==> src/rtl/sccb_pkg.sv <==
// Shared SCCB definitions: target FSM states, R/W bit encoding,
// default device ID and bit-counter constants.
package sccb_pkg;

    typedef enum logic [3:0] {
        IDLE,
        ID,
        ID_ACK,
        SUB,
        SUB_ACK,
        WDATA,
        WDATA_ACK,
        RDATA,
        WAIT_STOP
    } sccb_state_e;

    localparam logic       SCCB_WRITE      = 1'b0;
    localparam logic       SCCB_READ       = 1'b1;
    localparam logic [6:0] SCCB_DEFAULT_ID = 7'h21;

    // Bit counter value after the 8th data rise; the ACK slot follows it.
    localparam logic [3:0] BIT_ACK = 4'd8;

endpackage

==> src/rtl/sccb_target_if.sv <==
// SCCB target bus + register-file request bundle.
//   sio_c, sio_d_in : SCCB pins as seen by the target (asynchronous)
//   sio_d_oe        : 1 = target pulls SIO_D low
//   reg_*           : register-file request side (addr, wdata, we, rd, rdata)
//   busy            : transaction addressed to this target is in progress
interface sccb_target_if;
    logic       sio_c;
    logic       sio_d_in;
    logic       sio_d_oe;
    logic [7:0] reg_addr;
    logic [7:0] reg_wdata;
    logic       reg_we;
    logic       reg_rd;
    logic [7:0] reg_rdata;
    logic       busy;

    modport slave (
        input  sio_c, sio_d_in, reg_rdata,
        output sio_d_oe, reg_addr, reg_wdata, reg_we, reg_rd, busy
    );

    modport master (
        output sio_c, sio_d_in, reg_rdata,
        input  sio_d_oe, reg_addr, reg_wdata, reg_we, reg_rd, busy
    );
endinterface

==> src/rtl/sccb_bus_sync.sv <==
// SCCB line synchronizer and event detector.
//   i_scl, i_sda  : raw asynchronous SIO_C / SIO_D
//   o_sda         : synchronized SIO_D level
//   o_scl_rise/fall, o_start, o_stop : one-cycle event pulses
// Synchronizers and history flops reset to 1 (idle bus is high).
module sccb_bus_sync #(
    parameter int SYNC_STAGES = 2
) (
    input  logic clk,
    input  logic resetn,
    input  logic i_scl,
    input  logic i_sda,
    output logic o_sda,
    output logic o_scl_rise,
    output logic o_scl_fall,
    output logic o_start,
    output logic o_stop
);

    logic [SYNC_STAGES-1:0] r_scl_sync;
    logic [SYNC_STAGES-1:0] r_sda_sync;
    logic                   r_scl_d;
    logic                   r_sda_d;
    logic                   w_scl;
    logic                   w_sda;

    always_ff @(posedge clk) begin
        if (!resetn) begin
            r_scl_sync <= '1;
            r_sda_sync <= '1;
            r_scl_d    <= 1'b1;
            r_sda_d    <= 1'b1;
        end else begin
            r_scl_sync <= {r_scl_sync[SYNC_STAGES-2:0], i_scl};
            r_sda_sync <= {r_sda_sync[SYNC_STAGES-2:0], i_sda};
            r_scl_d    <= w_scl;
            r_sda_d    <= w_sda;
        end
    end

    assign w_scl = r_scl_sync[SYNC_STAGES-1];
    assign w_sda = r_sda_sync[SYNC_STAGES-1];

    assign o_sda      = w_sda;
    assign o_scl_rise =  w_scl & ~r_scl_d;
    assign o_scl_fall = ~w_scl &  r_scl_d;
    // SIO_C must be high both now and one cycle ago so an SDA change that
    // races an SCL edge is never taken as START/STOP.
    assign o_start    = w_scl & r_scl_d & ~w_sda &  r_sda_d;
    assign o_stop     = w_scl & r_scl_d &  w_sda & ~r_sda_d;

endmodule

==> src/rtl/sccb_target.sv <==
// SCCB target (camera side) with a simple register-file request port.
//   clk, resetn : system clock (>= 20x SIO_C), synchronous active-low reset
//   bus         : sccb_target_if.slave (SCCB pins, reg_* requests, busy)
// Decodes 3-phase writes (ID, SUB, DATA) and 2-phase reads (ID, DATA).
module sccb_target
    import sccb_pkg::*;
#(
    parameter logic [6:0] DEVICE_ID   = SCCB_DEFAULT_ID,
    parameter int         SYNC_STAGES = 2
) (
    input  logic          clk,
    input  logic          resetn,
    sccb_target_if.slave  bus
);

    logic w_sda, w_scl_rise, w_scl_fall, w_start, w_stop;
    logic [7:0] w_byte;

    sccb_bus_sync #(.SYNC_STAGES(SYNC_STAGES)) u_sync (
        .clk        (clk),
        .resetn     (resetn),
        .i_scl      (bus.sio_c),
        .i_sda      (bus.sio_d_in),
        .o_sda      (w_sda),
        .o_scl_rise (w_scl_rise),
        .o_scl_fall (w_scl_fall),
        .o_start    (w_start),
        .o_stop     (w_stop)
    );

    sccb_state_e r_state, state_n;
    logic [3:0]  r_bitcnt, bitcnt_n;
    logic [7:0]  r_shift, shift_n;
    logic [7:0]  r_addr, addr_n;
    logic [7:0]  r_wdata, wdata_n;
    logic        r_oe, oe_n;
    logic        r_busy, busy_n;
    logic        r_rw, rw_n;
    logic        r_we, we_n;
    logic        r_rd, rd_n;
    logic        r_rd_d;

    assign w_byte = {r_shift[6:0], w_sda};

    always_ff @(posedge clk) begin
        if (!resetn) begin
            r_state  <= IDLE;
            r_bitcnt <= '0;
            r_shift  <= '0;
            r_addr   <= '0;
            r_wdata  <= '0;
            r_oe     <= 1'b0;
            r_busy   <= 1'b0;
            r_rw     <= SCCB_WRITE;
            r_we     <= 1'b0;
            r_rd     <= 1'b0;
            r_rd_d   <= 1'b0;
        end else begin
            r_state  <= state_n;
            r_bitcnt <= bitcnt_n;
            r_shift  <= shift_n;
            r_addr   <= addr_n;
            r_wdata  <= wdata_n;
            r_oe     <= oe_n;
            r_busy   <= busy_n;
            r_rw     <= rw_n;
            r_we     <= we_n;
            r_rd     <= rd_n;
            r_rd_d   <= r_rd;
        end
    end

    always_comb begin
        state_n  = r_state;
        bitcnt_n = r_bitcnt;
        shift_n  = r_shift;
        addr_n   = r_addr;
        wdata_n  = r_wdata;
        oe_n     = r_oe;
        busy_n   = r_busy;
        rw_n     = r_rw;
        we_n     = 1'b0;
        rd_n     = 1'b0;

        if (w_stop) begin
            state_n  = IDLE;
            bitcnt_n = '0;
            oe_n     = 1'b0;
            busy_n   = 1'b0;
        end else if (w_start) begin
            state_n  = ID;
            bitcnt_n = '0;
            oe_n     = 1'b0;
        end else begin
            case (r_state)
                ID, SUB, WDATA: begin
                    if (w_scl_rise) begin
                        shift_n  = w_byte;
                        bitcnt_n = r_bitcnt + 4'd1;
                        if (r_bitcnt == 4'd7) begin
                            if (r_state == ID) begin
                                if (w_byte[7:1] == DEVICE_ID) begin
                                    busy_n  = 1'b1;
                                    rw_n    = w_byte[0];
                                    rd_n    = (w_byte[0] == SCCB_READ);
                                    state_n = ID_ACK;
                                end else begin
                                    state_n = WAIT_STOP;
                                end
                            end else if (r_state == SUB) begin
                                addr_n  = w_byte;
                                state_n = SUB_ACK;
                            end else begin
                                wdata_n = w_byte;
                                we_n    = 1'b1;
                                state_n = WDATA_ACK;
                            end
                        end
                    end
                end
                // Counter sits at BIT_ACK on entry: the first fall pulls SDA
                // low, the 9th rise wraps it to 0, the next fall ends the slot.
                ID_ACK, SUB_ACK, WDATA_ACK: begin
                    if (w_scl_rise)
                        bitcnt_n = (r_bitcnt == BIT_ACK) ? 4'd0 : r_bitcnt + 4'd1;
                    if (w_scl_fall) begin
                        if (r_bitcnt == BIT_ACK) begin
                            oe_n = 1'b1;
                        end else if (r_bitcnt == 4'd0) begin
                            oe_n = 1'b0;
                            case (r_state)
                                ID_ACK: begin
                                    if (r_rw == SCCB_READ) begin
                                        oe_n    = ~r_shift[7];
                                        state_n = RDATA;
                                    end else begin
                                        state_n = SUB;
                                    end
                                end
                                SUB_ACK: state_n = WDATA;
                                default: state_n = WAIT_STOP;
                            endcase
                        end
                    end
                end
                // Bit 7 already on the line; shift the rest out MSB first,
                // release at the 8th fall, ignore the master's ACK/NA.
                RDATA: begin
                    if (w_scl_rise) begin
                        if (r_bitcnt == BIT_ACK) begin
                            bitcnt_n = '0;
                            state_n  = WAIT_STOP;
                        end else begin
                            bitcnt_n = r_bitcnt + 4'd1;
                        end
                    end
                    if (w_scl_fall) begin
                        if (r_bitcnt == BIT_ACK) begin
                            oe_n = 1'b0;
                        end else if (r_bitcnt != 4'd0) begin
                            oe_n    = ~r_shift[6];
                            shift_n = {r_shift[6:0], 1'b0};
                        end
                    end
                end
                IDLE, WAIT_STOP: ;
                default: state_n = IDLE;
            endcase
        end

        // Register file answers the cycle after reg_rd.
        if (r_rd_d)
            shift_n = bus.reg_rdata;
    end

    assign bus.sio_d_oe  = r_oe;
    assign bus.reg_addr  = r_addr;
    assign bus.reg_wdata = r_wdata;
    assign bus.reg_we    = r_we;
    assign bus.reg_rd    = r_rd;
    assign bus.busy      = r_busy;

endmodule

==> src/flat_wrapper.sv <==
// flat-port wrapper written by rule: the top's interface ports become plain ports
module sccb_target_flat import sccb_pkg::*;
#(
    parameter logic [6:0] DEVICE_ID   = SCCB_DEFAULT_ID,
    parameter int         SYNC_STAGES = 2
)
  (clk, resetn, bus_sio_c, bus_sio_d_in, bus_reg_rdata, bus_sio_d_oe, bus_reg_addr, bus_reg_wdata, bus_reg_we, bus_reg_rd, bus_busy);
  sccb_target_if bus_i ();
  input  logic clk;
  input  logic resetn;
  input wire logic [$bits(bus_i.sio_c)-1:0] bus_sio_c;
  input wire logic [$bits(bus_i.sio_d_in)-1:0] bus_sio_d_in;
  input wire logic [$bits(bus_i.reg_rdata)-1:0] bus_reg_rdata;
  output wire logic [$bits(bus_i.sio_d_oe)-1:0] bus_sio_d_oe;
  output wire logic [$bits(bus_i.reg_addr)-1:0] bus_reg_addr;
  output wire logic [$bits(bus_i.reg_wdata)-1:0] bus_reg_wdata;
  output wire logic [$bits(bus_i.reg_we)-1:0] bus_reg_we;
  output wire logic [$bits(bus_i.reg_rd)-1:0] bus_reg_rd;
  output wire logic [$bits(bus_i.busy)-1:0] bus_busy;
  assign bus_i.sio_c = bus_sio_c;
  assign bus_i.sio_d_in = bus_sio_d_in;
  assign bus_i.reg_rdata = bus_reg_rdata;
  assign bus_sio_d_oe = bus_i.sio_d_oe;
  assign bus_reg_addr = bus_i.reg_addr;
  assign bus_reg_wdata = bus_i.reg_wdata;
  assign bus_reg_we = bus_i.reg_we;
  assign bus_reg_rd = bus_i.reg_rd;
  assign bus_busy = bus_i.busy;
  sccb_target #(.DEVICE_ID(DEVICE_ID), .SYNC_STAGES(SYNC_STAGES)) u_core (.clk(clk), .resetn(resetn), .bus(bus_i));
endmodule
==> config.mk <==
export PLATFORM = sky130hd
export DESIGN_NAME = sccb_target_flat
export DESIGN_NICKNAME = d
export VERILOG_FILES = /design/src/rtl/sccb_pkg.sv /design/src/rtl/sccb_target_if.sv /design/src/rtl/sccb_bus_sync.sv /design/src/rtl/sccb_target.sv /design/src/flat_wrapper.sv
export SDC_FILE = /design/constraint.sdc
export NUM_CORES = 1
export LEC_CHECK = 0
export CORE_ASPECT_RATIO = 1.25
export CORE_MARGIN = 5
export CORE_UTILIZATION = 51
export DETAILED_ROUTE_END_ITERATION = 8
export DONT_BUFFER_PORTS = 1
export HOLD_SLACK_MARGIN = 0.02
export PLACE_DENSITY = 0.69
export SKIP_CTS_REPAIR_TIMING = 1
export SLEW_MARGIN = 10
export SYNTH_ARGS = -nofsm -noshare
export SYNTH_HDL_FRONTEND = slang
export SYNTH_SLANG_ARGS = --single-unit
==> constraint.sdc <==
create_clock -name clk -period 1.6 [get_ports clk]
set_clock_uncertainty 0.05 [all_clocks]
set_input_delay 0.24 -clock clk [delete_from_list [all_inputs] [get_ports clk]]
set_output_delay 0.24 -clock clk [all_outputs]
set_load 0.02 [all_outputs]
**After elaboration in Yosys (flattened, before gate mapping)**

Index checks and enable logic that the tools add are counted.

- Bits of input ports: 12
- Register bits after elaboration: 44
- Output and inout port bits: 20
- Logic and storage cells: 135

- Muxes and demuxes: 36
- Equality and inequality tests: 36
- Bitwise gates (word level): 23
- Add/sub/neg operators: 1
- Reduce and logical (&&, ||, !) cells: 23

Operators with widths:

| kind | number |
|---|---|
| 8-bit two-way mux | 7 |
| 4-bit two-way mux | 12 |
| 7-bit AND reduction | 4 |
| 4-bit by 3-bit equality test with 1-bit output (second input constant) | 5 |
| 3-bit by 2-bit inequality test with 1-bit output (second input constant) | 6 |
| 1-bit NOT | 16 |
| 4-bit case mux with 2 select lines | 2 |
| 4-bit case mux with 4 select lines | 1 |
| 8-bit case mux with 2 select lines | 1 |
| 8-bit AND reduction | 2 |
| 2-bit by 1-bit inequality test with 1-bit output (second input constant) | 6 |
| 2-bit inequality test (second input constant) | 6 |
| 3-bit inequality test (second input constant) | 4 |
| 1-bit two-way mux | 10 |
| 3-bit by 1-bit inequality test with 1-bit output (second input constant) | 3 |
| 3-bit OR reduction | 3 |
| 4-bit by 2-bit equality test with 1-bit output (second input constant) | 2 |
| 4-bit equality test (second input constant) | 2 |
| 4-bit zero test | 2 |
| 8-bit OR reduction | 1 |
| 1-bit AND | 7 |
| 7-bit by 6-bit equality test with 1-bit output (second input constant) | 1 |
| 7-bit OR reduction | 1 |
| 6-bit AND reduction | 1 |
| other kinds (12) | 14 |

**Depth between registers and ports, before layout**

Gate-level depths: netlist (run 1).

- Word-level depth: 8
- Depth in mapped cells: 8
- Depth with buffers taken out: 7

**Hierarchy**

From an unflattened synthesis (run 1), not the netlist that was laid out.

- Cells, all modules: 229
- Area, all modules: 2055.7 um^2

Modules (own cells, without submodules):

| module | times used | seq. area each (um^2) | cells an instance | area each (um^2) |
|---|---|---|---|---|
| sccb_target | 1 | 760.7 | 213 | 1865.5 |
| sccb_bus_sync | 1 | 120.1 | 16 | 190.2 |

**Worst setup path after synthesis (run 1)**

OpenSTA, ideal clock, no wires.

- Kind: reg2reg
- Start: register u_core.r_bitcnt[0]
- End: register u_core.r_oe (netlist: u_core.bus.sio_d_oe)
- Library setup time: 0.067 ns
- Required time: 1.483 ns
- Data arrival time: 1.551 ns
- Cell stages (with the launch flop): 8
- Path slack: -0.068 ns
- Path buffers: 0
- Period minus slack after synthesis: 1.668 ns
- Cells stage by stage: dfxtp_1 inv_1 ha_1 and3b_1 or4b_1 o211ai_1 mux2i_1 nor2_1

- Longest elaborated chain between the ends: 4
- Elaborated cells on any way between the ends: 11
- Classes of those cells: 3 x eq/ne; 5 x mux; 3 x reduce/logical

RTL lines:

| what | line | source |
|---|---|---|
| start: declaration | sccb_target.sv:32 | `logic [3:0] r_bitcnt, bitcnt_n;` |
| start signal: assignment | sccb_target.sv:60 | `r_bitcnt <= bitcnt_n;` |
| 4-bit equality test | sccb_target.sv:127, sccb_target.sv:158 |  |
| 1-bit two-way mux (on tied branches) | sccb_target.sv:158, sccb_target.sv:127 |  |
| 1-bit two-way mux (on tied branches) | sccb_target.sv:157, sccb_target.sv:126 |  |
| 1-bit case mux with 2 select lines | sccb_target.sv:95 | `case (r_state)` |
| end signal: assignment | sccb_target.sv:64 | `r_oe <= oe_n;` |
| end: declaration | sccb_target.sv:36 | `logic r_oe, oe_n;` |

Parallel ways exist; a longest one is shown, timed or not. The select of a mux whose other input is x is not followed.
A chain may end at the register's enable or synchronous reset.

**Worst setup path in the final report (run 1)**

Ends and elaborated chain as after synthesis.

==> metrics.cfg, run 1 <==
[placed_design]
dp_hpwl_mm = 3.281
io_buffer_count = 0
preCtsSetupSlack_ns = -0.1043
dp_cells = 285
globalplace.congestion = 0.9114

[drt]
drt_iter0_drc = 76
via_per_inst = 5.430
totalWireLength_mm = 4.395
first_pass_iters = 4
postRouteAntennaNets = 0
routedWlPerCell_um = 14.75
drc_errors = 0
vias = 1618

[clock_tree]
cts_tree = built
cts_made_buffers = 5
h-tree-depth = 2
cts.reportedPaths.clkPinSlew_ns = 0.09
insertion_delay_ns = 0.30
ctsLongestPathBuffers = 2
cts.sinks = 44
clock-root-buffer = clkbuf_8

[power_and_ir_drop]
peakVddDrop_uv = 618.0
p_leak_uw = 0.001012
p_per_area_nw_per_um2 = 776.7

[layout]
area_growth_pct = 21.10
fillers = 310
final_cells = 298
drive_gt1_frac = 0.2213
fin_nets = 257
fin_util = 0.6357
num_antenna_cells = 0

[synthesis]
synth-edff-count = 0
async_reset_ff_frac = 0
yosys-top-cells-area = dfxtp_1 44%, mux2i_1 14%, nor2_1 5.9%
syn_nets = 231
netlist.area_leader.share = 0.4433
ys.flop_type = dfxtp_1
yosysSeqAreaShare = 0.4433
yosysTopAreaCell = dfxtp_1
synth_cell_types = 43
yosys_warnings = 0
synth_common_cells = 44 x dfxtp_1, 31 x nor2_1, 27 x mux2i_1
synthMostInstantiatedCell = dfxtp_1
synth.ff_latch_count = 44
synth_cells = 217
syn-cell-area_um2 = 1987
syn_area_per_cell_um2 = 9.156

[grt]
grt_pass1_wl_mm = 7.189
first_global_vias = 1567
antenna_found_initial = 0
overflow = 0
track_usage = 0.1775
grt_max_degree = 20

[timing]
setup_violations = 21
final-hold-violation-count = 0
timing.fmax_ghz = 0.5856
timing_worst_slew_pin_value_ns = 0.4478
finalCritPeriodShare = 1.067
rsz0062_at_grt = true
postLayoutSetupSlackWorst_ns = -0.1076
period_minus_slack_ns = 1.708
drv_slew = 0
hold_ws_ns = 0.02579
max_slew_margin = 0.6996
final.setup.tns_ns = -0.5689

[worst_hold_path]
min_to = u_core.r_shift[2]$_SDFFE_PN0P_
hp-class = in -> reg
holdPathStages = 2
holdCritStartpoint = resetn

[setup_path]
crit_fanout = 3
critPathArrivalTime_ns = 1.89
required_ns = 1.78
crit_type = reg -> reg
endpoint_kind = flop
r2r_end = u_core.bus.sio_d_oe$_SDFFE_PP0P_
cp-start-kind = flop
reg2reg_depth = 7
timing.rr.start = u_core.r_bitcnt[0]$_SDFFE_PP0P_
r2r_setup_slack_ns = -0.11

[floorplan]
fp.dieH_um = 79.79
pin_count = 32
core_area_um2 = 3785
die_x_um = 65.83
die-area_um2 = 5252
initial_core_util = 0.5250
placementRows = 25

[run_status]
status = finished, violations left
violations = negative setup slack

[job]
max_cap_viol_count = 0

[layout by cell type, fill, tap and decap left out, drive strengths merged, types with 5 or more instances in the layout]
master,instances
nand2b,12
nand3,5
nand2,10
o21ai,14
dfxtp,44
clkbuf,6
a21oi,14
buf,28
inv,8
mux2i,27
nor2,31
[metrics by stage]
| step | instance area, µm² | total power [µW] |
|---|---|---|
| 5_1_grt | 2406 | 1947 |
| 3_3_place_gp | 2212 | 1199 |
| 6_report | 2406 | 1869 |
| 4_1_cts | 2301 | 1868 |
| 2_1_floorplan | 2003 | 1181 |
| 3_5_place_dp | 2212 | 1201 |
[area by class of cell]
| class | count | area, µm² | area share |
|---|---|---|---|
| multi-input cells | 152 | 1065 | 0.4425 |
| flip-flops and latches | 44 | 883.3 | 0.3671 |
| repair buffers | 31 | 267.8 | 0.1113 |
| clock buffers | 6 | 72.57 | 0.03016 |
| well taps | 54 | 67.56 | 0.02808 |
| inverters | 9 | 33.78 | 0.01404 |
| clock inverters | 2 | 16.27 | 0.006760 |
[critical path, cell delays in order (launching register included)]
cell and delay, ns:
dfxtp_2 0.36, inv_2 0.05, ha_4 0.16, and3b_2 0.23, or4b_1 0.51, o211ai_1 0.10
mux2i_1 0.10, nor2_1 0.10
[sequential cells by signal, indices dropped and copies added (netlist names)]
signal,count
u_core.bus.busy,1
u_core.bus.reg_addr,8
u_core.bus.reg_rd,1
u_core.bus.reg_wdata,8
u_core.bus.reg_we,1
u_core.bus.sio_d_oe,1
u_core.r_bitcnt,4
u_core.r_rd_d,1
u_core.r_rw,1
u_core.r_shift,8
u_core.r_state,4
u_core.u_sync.r_scl_d,1
u_core.u_sync.r_scl_sync,2
u_core.u_sync.r_sda_d,1
u_core.u_sync.r_sda_sync,2
[routing by layer]
layer / vias to the layer above / GRT usage / wire (µm)
met1: 763 / 0.2109 / 1815
met2: 42 / 0.2979 / 2289
li1: 806 / - / -
met3: 7 / 0.04366 / 202
met4: 0 / 0.07884 / 87
met5: - / 0 / 0
[cell families after synthesis]
kind of cell | count (synthesis) | synth area share
AOI/OAI and AO/OA | 39 | 0.1152
adders and majority gates | 2 | 0.01259
buffers and inverters | 21 | 0.05037
and+or+nand+nor | 80 | 0.2248
xor gates and xnor gates | 4 | 0.01764
DFF | 44 | 0.4433
muxes | 27 | 0.1360
[power breakdown]
part           internal [µW]  switching [µW]  total [µW]
Combinational           35.3            44.5        79.8
Clock                    310             372         682
Sequential              1100            5.02        1110
Total                   1450             421        1870
[how the worst max path moves through the flow]
stage	start	end	slack (ns)
final	u_core.r_bitcnt[0]$_SDFFE_PP0P_	u_core.bus.sio_d_oe$_SDFFE_PP0P_	-0.11
after global routing	u_core.r_bitcnt[1]$_SDFFE_PP0P_	u_core.bus.sio_d_oe$_SDFFE_PP0P_	-0.20
after CTS	u_core.r_bitcnt[1]$_SDFFE_PP0P_	u_core.r_state[1]$_SDFFE_PP0P_	-0.13
after detailed placement	u_core.r_bitcnt[1]$_SDFFE_PP0P_	u_core.r_state[1]$_SDFFE_PP0P_	-0.10
after global placement	u_core.r_bitcnt[1]$_SDFFE_PP0P_	u_core.r_shift[6]$_SDFFE_PN0P_	-0.07
after floorplan	u_core.r_bitcnt[0]$_SDFFE_PP0P_	u_core.bus.sio_d_oe$_SDFFE_PP0P_	-0.02
Power figures use the tool's default switching activity.
==> run 2, diff against run 1 <==
- CORE_MARGIN: 5 -> 2
==> run 2 against run 1 <==
Against the previous run: the run still ends with negative setup slack left; combinational power rose by 2.6%; sequential power about the same; non-clock buffer count is 2 higher; fmax shrank 1.3%; sequential share of layout area decreased by 1.4 points; critical path depth unchanged; global-route usage is 3.8 points higher; first-iteration DRC count increased by 43%; critical endpoint is now u_core.bus.reg_wdata[7]$_SDFFE_PN0P_.
==> metrics.cfg, run 2 (synthesis gave the netlist of run 1 again) <==
[run_status]
status = finished, violations left
violations = negative setup slack

[drt]
routedWlPerCell_um = 16.49  ; +12%
drc_errors = 0  ; unchanged
vias = 1617  ; -0.062%
drt_iter0_drc = 109  ; +43%
via_per_inst = 5.654  ; +4.1%
first_pass_iters = 4  ; unchanged
postRouteAntennaNets = 0  ; unchanged
totalWireLength_mm = 4.717  ; +7.3%

[placed_design]
globalplace.congestion = 0.8213  ; -9.9%
dp_hpwl_mm = 3.271  ; -0.32%
preCtsSetupSlack_ns = -0.1520  ; -0.04768 ns
io_buffer_count = 0  ; unchanged
dp_cells = 273  ; -4.2%
placed_area_um2 = 2210  ; -0.11%

[grt]
grt_max_degree = 20  ; unchanged
grt_pass1_wl_mm = 7.231  ; +0.58%
first_global_vias = 1553  ; -0.89%
antenna_found_initial = 0  ; unchanged
overflow = 0  ; unchanged
track_usage = 0.2157  ; +0.03829

[setup_path]
critPathTopFamily = simple AND/OR/NAND/NOR gates
crit_type = reg -> reg
critPathArrivalTime_ns = 1.86  ; -0.03 ns
endpoint_kind = flop
max_stage_delay_ns = 0.37  ; -0.14 ns
crit_fanout = 5  ; +2
r2r_setup_slack_ns = -0.13  ; -0.02 ns
cp-start-kind = flop
required_ns = 1.73  ; -0.05 ns
crit_cells = 7  ; unchanged
reg2reg_depth = 7  ; unchanged
worstPathCellList = ha_1 > and3b_2 > and3_4 > nand3b_1 > buf_6 > mux2i_2 > nor2_1
path_buf_inv = 1  ; unchanged
cpMaxStageDelayCell = dfxtp_4

[timing]
timing_worst_slew_pin_value_ns = 0.4458  ; -0.002039 ns
final-hold-violation-count = 0  ; unchanged
timing.fmax_ghz = 0.5781  ; -1.3%
setup_violations = 29  ; +38%
finalCritPeriodShare = 1.081  ; +0.01392
drv_slew = 0  ; unchanged
postLayoutSetupSlackWorst_ns = -0.1299  ; -0.02227 ns
hold_ws_ns = 0.02927  ; +0.003484 ns
period_minus_slack_ns = 1.730  ; +0.02227 ns
rsz0062_at_grt = true
max_slew_margin = 0.6986  ; -0.0009820

[clock_tree]
cts_tree = built
clock-root-buffer = clkbuf_8
ctsLongestPathBuffers = 2  ; unchanged
cts.sinks = 44  ; unchanged
cts_made_buffers = 5  ; unchanged
h-tree-depth = 2  ; unchanged
insertion_delay_ns = 0.30  ; about the same
cts.reportedPaths.clkPinSlew_ns = 0.09  ; about the same

[layout]
multiInputGateArea_um2 = 1099  ; +3.2%
area_growth_pct = 26.32
final_cells = 286  ; -4.0%
fin_nets = 259  ; +0.78%
layout_common_cells = 42 x dfxtp_1, 31 x nor2_1, 25 x mux2i_1, 25 x buf_4
num_antenna_cells = 0  ; unchanged
fillers = 288  ; -7.1%
final-seq-area_um2 = 885.9  ; +0.28%
final_common_cell = dfxtp_1
drive_gt1_frac = 0.2520  ; +0.03072
stdcell_area_um2 = 2510  ; +4.3%

[worst_hold_path]
hp-class = in -> reg
holdPathStages = 2  ; unchanged

[floorplan]
die-area_um2 = 4414  ; -16%
die_x_um = 59.83  ; -9.1%
pin_count = 32  ; unchanged
placementRows = 25  ; unchanged
initial_core_util = 0.5293  ; +0.004375
fp.dieH_um = 73.79  ; -7.5%
core_area_um2 = 3754  ; -0.83%

[power_and_ir_drop]
power_uw = 2353  ; +26%
peakVddDrop_uv = 623.1  ; +0.82%
p_per_area_nw_per_um2 = 937.6  ; +21%
p_leak_uw = 0.001051  ; +3.9%

[job]
max_cap_viol_count = 0  ; unchanged

-- run 2: path summary, 6_finish.rpt --
path	start	endpoint
setup / recovery	u_core.r_bitcnt[0]$_SDFFE_PP0P_	u_core.bus.reg_wdata[7]$_SDFFE_PN0P_
hold / removal	resetn	u_core.r_shift[5]$_SDFFE_PN0P_
setup reg to reg	u_core.r_bitcnt[0]$_SDFFE_PP0P_	u_core.bus.reg_wdata[7]$_SDFFE_PN0P_
hold reg to reg	u_core.u_sync.r_scl_sync[0]$_SDFF_PN1_	u_core.u_sync.r_scl_sync[1]$_SDFF_PN1_
-- run 2: layer usage --
| layer | part of all wire | wire, µm | global-route usage |
|---|---|---|---|
| met1 | 0.39 | 1830 | 0.2508 |
| met2 | 0.54 | 2563 | 0.3744 |
| met3 | 0.054 | 255 | 0.05634 |
| met4 | 0.015 | 69 | 0.07654 |
| met5 | 0 | 0 | 0 |
-- run 2: through the flow --
stage          TNS [ns]  utilization
6_report         -1.617       0.6687
3_5_place_dp     -2.046       0.5887
3_3_place_gp    -0.9974       0.5887
5_1_grt          -3.779       0.6687
2_1_floorplan  -0.01823            -
4_1_cts          -3.026       0.6310
-- run 2: where the power goes --
group / internal, µW / switching (µW)
clock: 781 / 385
sequential: 1100 / 5.99
combinational: 36.9 / 45.0
total: 1920 / 436
-- run 2: cell type report --
type / count / share of cell area
Sequential cell: 44 / 0.3529
Clock buffer: 5 / 0.02742
Tap cell: 40 / 0.01994
Timing Repair Buffer: 33 / 0.1127
Inverter: 9 / 0.01346
Clock inverter: 3 / 0.03589
Multi-Input combinational cell: 152 / 0.4377
==> run 3, diff against run 2 <==
- RECOVER_POWER: unset -> 100
==> run 3 against run 2 <==
Against the previous run: the flow still finishes with violations (negative setup slack); critical endpoint unchanged; non-clock buffer count is the same; largest power group unchanged; largest cell class unchanged; count of clock-buffer cells in the layout is the same; fmax is essentially flat.
==> metrics.cfg, run 3 (synthesis gave the netlist of run 1 again) <==
[worst_hold_path]
hp-class = in -> reg

[setup_path]
endpoint = u_core.bus.reg_wdata[7]$_SDFFE_PN0P_
r2r_end = u_core.bus.reg_wdata[7]$_SDFFE_PN0P_
r2r_setup_slack_ns = -0.13  ; about the same
crit_fanout = 5  ; unchanged
endpoint_kind = flop
crit_start = u_core.r_bitcnt[0]$_SDFFE_PP0P_
worstPathCellList = ha_1 > and3b_2 > and3_4 > nand3b_1 > buf_6 > mux2i_2 > nor2_1
reg2reg_depth = 7  ; unchanged
timing.rr.start = u_core.r_bitcnt[0]$_SDFFE_PP0P_
max_stage_delay_ns = 0.37  ; about the same
cpMaxStageDelayCell = dfxtp_4
cp-start-kind = flop
required_ns = 1.73  ; about the same
critPathArrivalTime_ns = 1.86  ; about the same
crit_type = reg -> reg

[timing]
final-hold-violation-count = 0  ; unchanged
timing.fmax_ghz = 0.5781  ; about the same
postLayoutSetupSlackWorst_ns = -0.1298  ; +0.00006900 ns
timing_worst_slew_pin_value_ns = 0.4424  ; -0.003382 ns
max_slew_margin = 0.7009  ; +0.002287
finalCritPeriodShare = 1.081  ; about the same
rsz0062_at_grt = true
drv_slew = 0  ; unchanged
setup_violations = 29  ; unchanged
final.setup.tns_ns = -1.621  ; -0.003130 ns
period_minus_slack_ns = 1.730  ; -0.00006900 ns

[placed_design]
dp_hpwl_mm = 3.271  ; unchanged
globalplace.congestion = 0.8213  ; unchanged
io_buffer_count = 0  ; unchanged

[drt]
drt_iter0_drc = 100  ; -8.3%
vias = 1616  ; -0.062%
via_per_inst = 5.650  ; about the same
first_pass_iters = 4  ; unchanged
postRouteAntennaNets = 0  ; unchanged
drc_errors = 0  ; unchanged
totalWireLength_mm = 4.719  ; about the same
routedWlPerCell_um = 16.50  ; about the same

[layout]
multiInputGateArea_um2 = 1099  ; unchanged
num_antenna_cells = 0  ; unchanged
area_growth_pct = 26.13
fin_util = 0.6677  ; -0.001000
fin_nets = 259  ; unchanged
final-seq-area_um2 = 885.9  ; unchanged
fillers = 288  ; unchanged
layout_common_cells = 42 x dfxtp_1, 31 x nor2_1, 25 x mux2i_1, 24 x buf_4
drive_gt1_frac = 0.2480  ; -0.004065
final_common_cell = dfxtp_1

[power_and_ir_drop]
p_leak_uw = 0.001046  ; -0.50%
p_per_area_nw_per_um2 = 938.9  ; +0.14%
peakVddDrop_uv = 623.1  ; about the same
power_uw = 2353  ; about the same

[floorplan]
initial_core_util = 0.5293  ; unchanged
die_x_um = 59.83  ; unchanged
pin_count = 32  ; unchanged
placementRows = 25  ; unchanged
core_area_um2 = 3754  ; unchanged
die-area_um2 = 4414  ; unchanged
fp.dieH_um = 73.79  ; unchanged

[grt]
grt_max_degree = 20  ; unchanged
track_usage = 0.2157  ; unchanged
first_global_vias = 1553  ; unchanged
antenna_found_initial = 0  ; unchanged
grt_pass1_wl_mm = 7.231  ; unchanged
overflow = 0  ; unchanged

[clock_tree]
cts_tree = built
clock-root-buffer = clkbuf_8
insertion_delay_ns = 0.30  ; about the same
h-tree-depth = 2  ; unchanged
ctsLongestPathBuffers = 2  ; unchanged
cts.sinks = 44  ; unchanged
cts.reportedPaths.clkPinSlew_ns = 0.09  ; about the same
cts_made_buffers = 5  ; unchanged

[job]
max_cap_viol_count = 0  ; unchanged

[run_status]
violations = negative setup slack
status = finished, violations left

run 3: cell count changes in the layout (fill, tap and decap cells not counted):
| cell | previous run | this run |
|---|---|---|
| and2_0 | 0 | 1 |
| and2_1 | 1 | 0 |
| buf_4 | 25 | 24 |
| clkbuf_1 | 0 | 1 |
run 3: critical path, delay by kind of cell, from the launching register on:
kind / cells / cell delay (ns)
and+or+nand+nor: 4 / 0.62
adders and majority gates: 1 / 0.21
buffers and inverters: 1 / 0.15
muxes: 1 / 0.21
DFF: 1 / 0.37
run 3: per-stage QoR:
step / instance area (µm²) / setup slack, ns / instances / hold slack, ns
6_report: 2506 / -0.1298 / 286 / 0.02936
5_1_grt: 2506 / -0.2210 / 286 / 0.02266
3_5_place_dp: 2210 / -0.1520 / 273 / 0.2642
3_3_place_gp: 2210 / -0.1122 / 273 / 0.2606
4_1_cts: 2369 / -0.2218 / 281 / -0.03947
2_1_floorplan: 2003 / -0.01823 / 217 / 0.2630
run 3: power breakdown:
group          leakage (µW)  total, µW  internal [µW]  switching (µW)
Clock             0.0000784       1170            781             385
Combinational      0.000611       81.8           36.8            45.0
Sequential         0.000357       1110           1100            5.99
run 3: how the worst min path moves through the flow:
stage / start / end / cells after the start
2_1_floorplan: resetn / u_core.u_sync.r_scl_sync[0]$_SDFF_PN1_ / 1
3_3_place_gp: resetn / u_core.u_sync.r_sda_d$_SDFF_PN1_ / 1
3_5_place_dp: resetn / u_core.u_sync.r_sda_d$_SDFF_PN1_ / 1
4_1_cts: resetn / u_core.u_sync.r_sda_d$_SDFF_PN1_ / 1
5_1_grt: resetn / u_core.r_shift[6]$_SDFFE_PN0P_ / 2
6_report: resetn / u_core.r_shift[5]$_SDFFE_PN0P_ / 2
run 3: layout make-up:
cell class / count / share of cell area
Sequential cell: 44 / 0.3535
Inverter: 9 / 0.01348
Clock inverter: 3 / 0.03595
Clock buffer: 5 / 0.02746
Timing Repair Buffer: 33 / 0.1113
Tap cell: 40 / 0.01997
Multi-Input combinational cell: 152 / 0.4383
run 3: routing by layer:
metal	share of wire	track usage	vias up
li1	-	-	807
met1	0.39	0.2508	751
met2	0.54	0.3744	50
met3	0.054	0.05634	8
met4	0.015	0.07654	0
met5	0	0	-
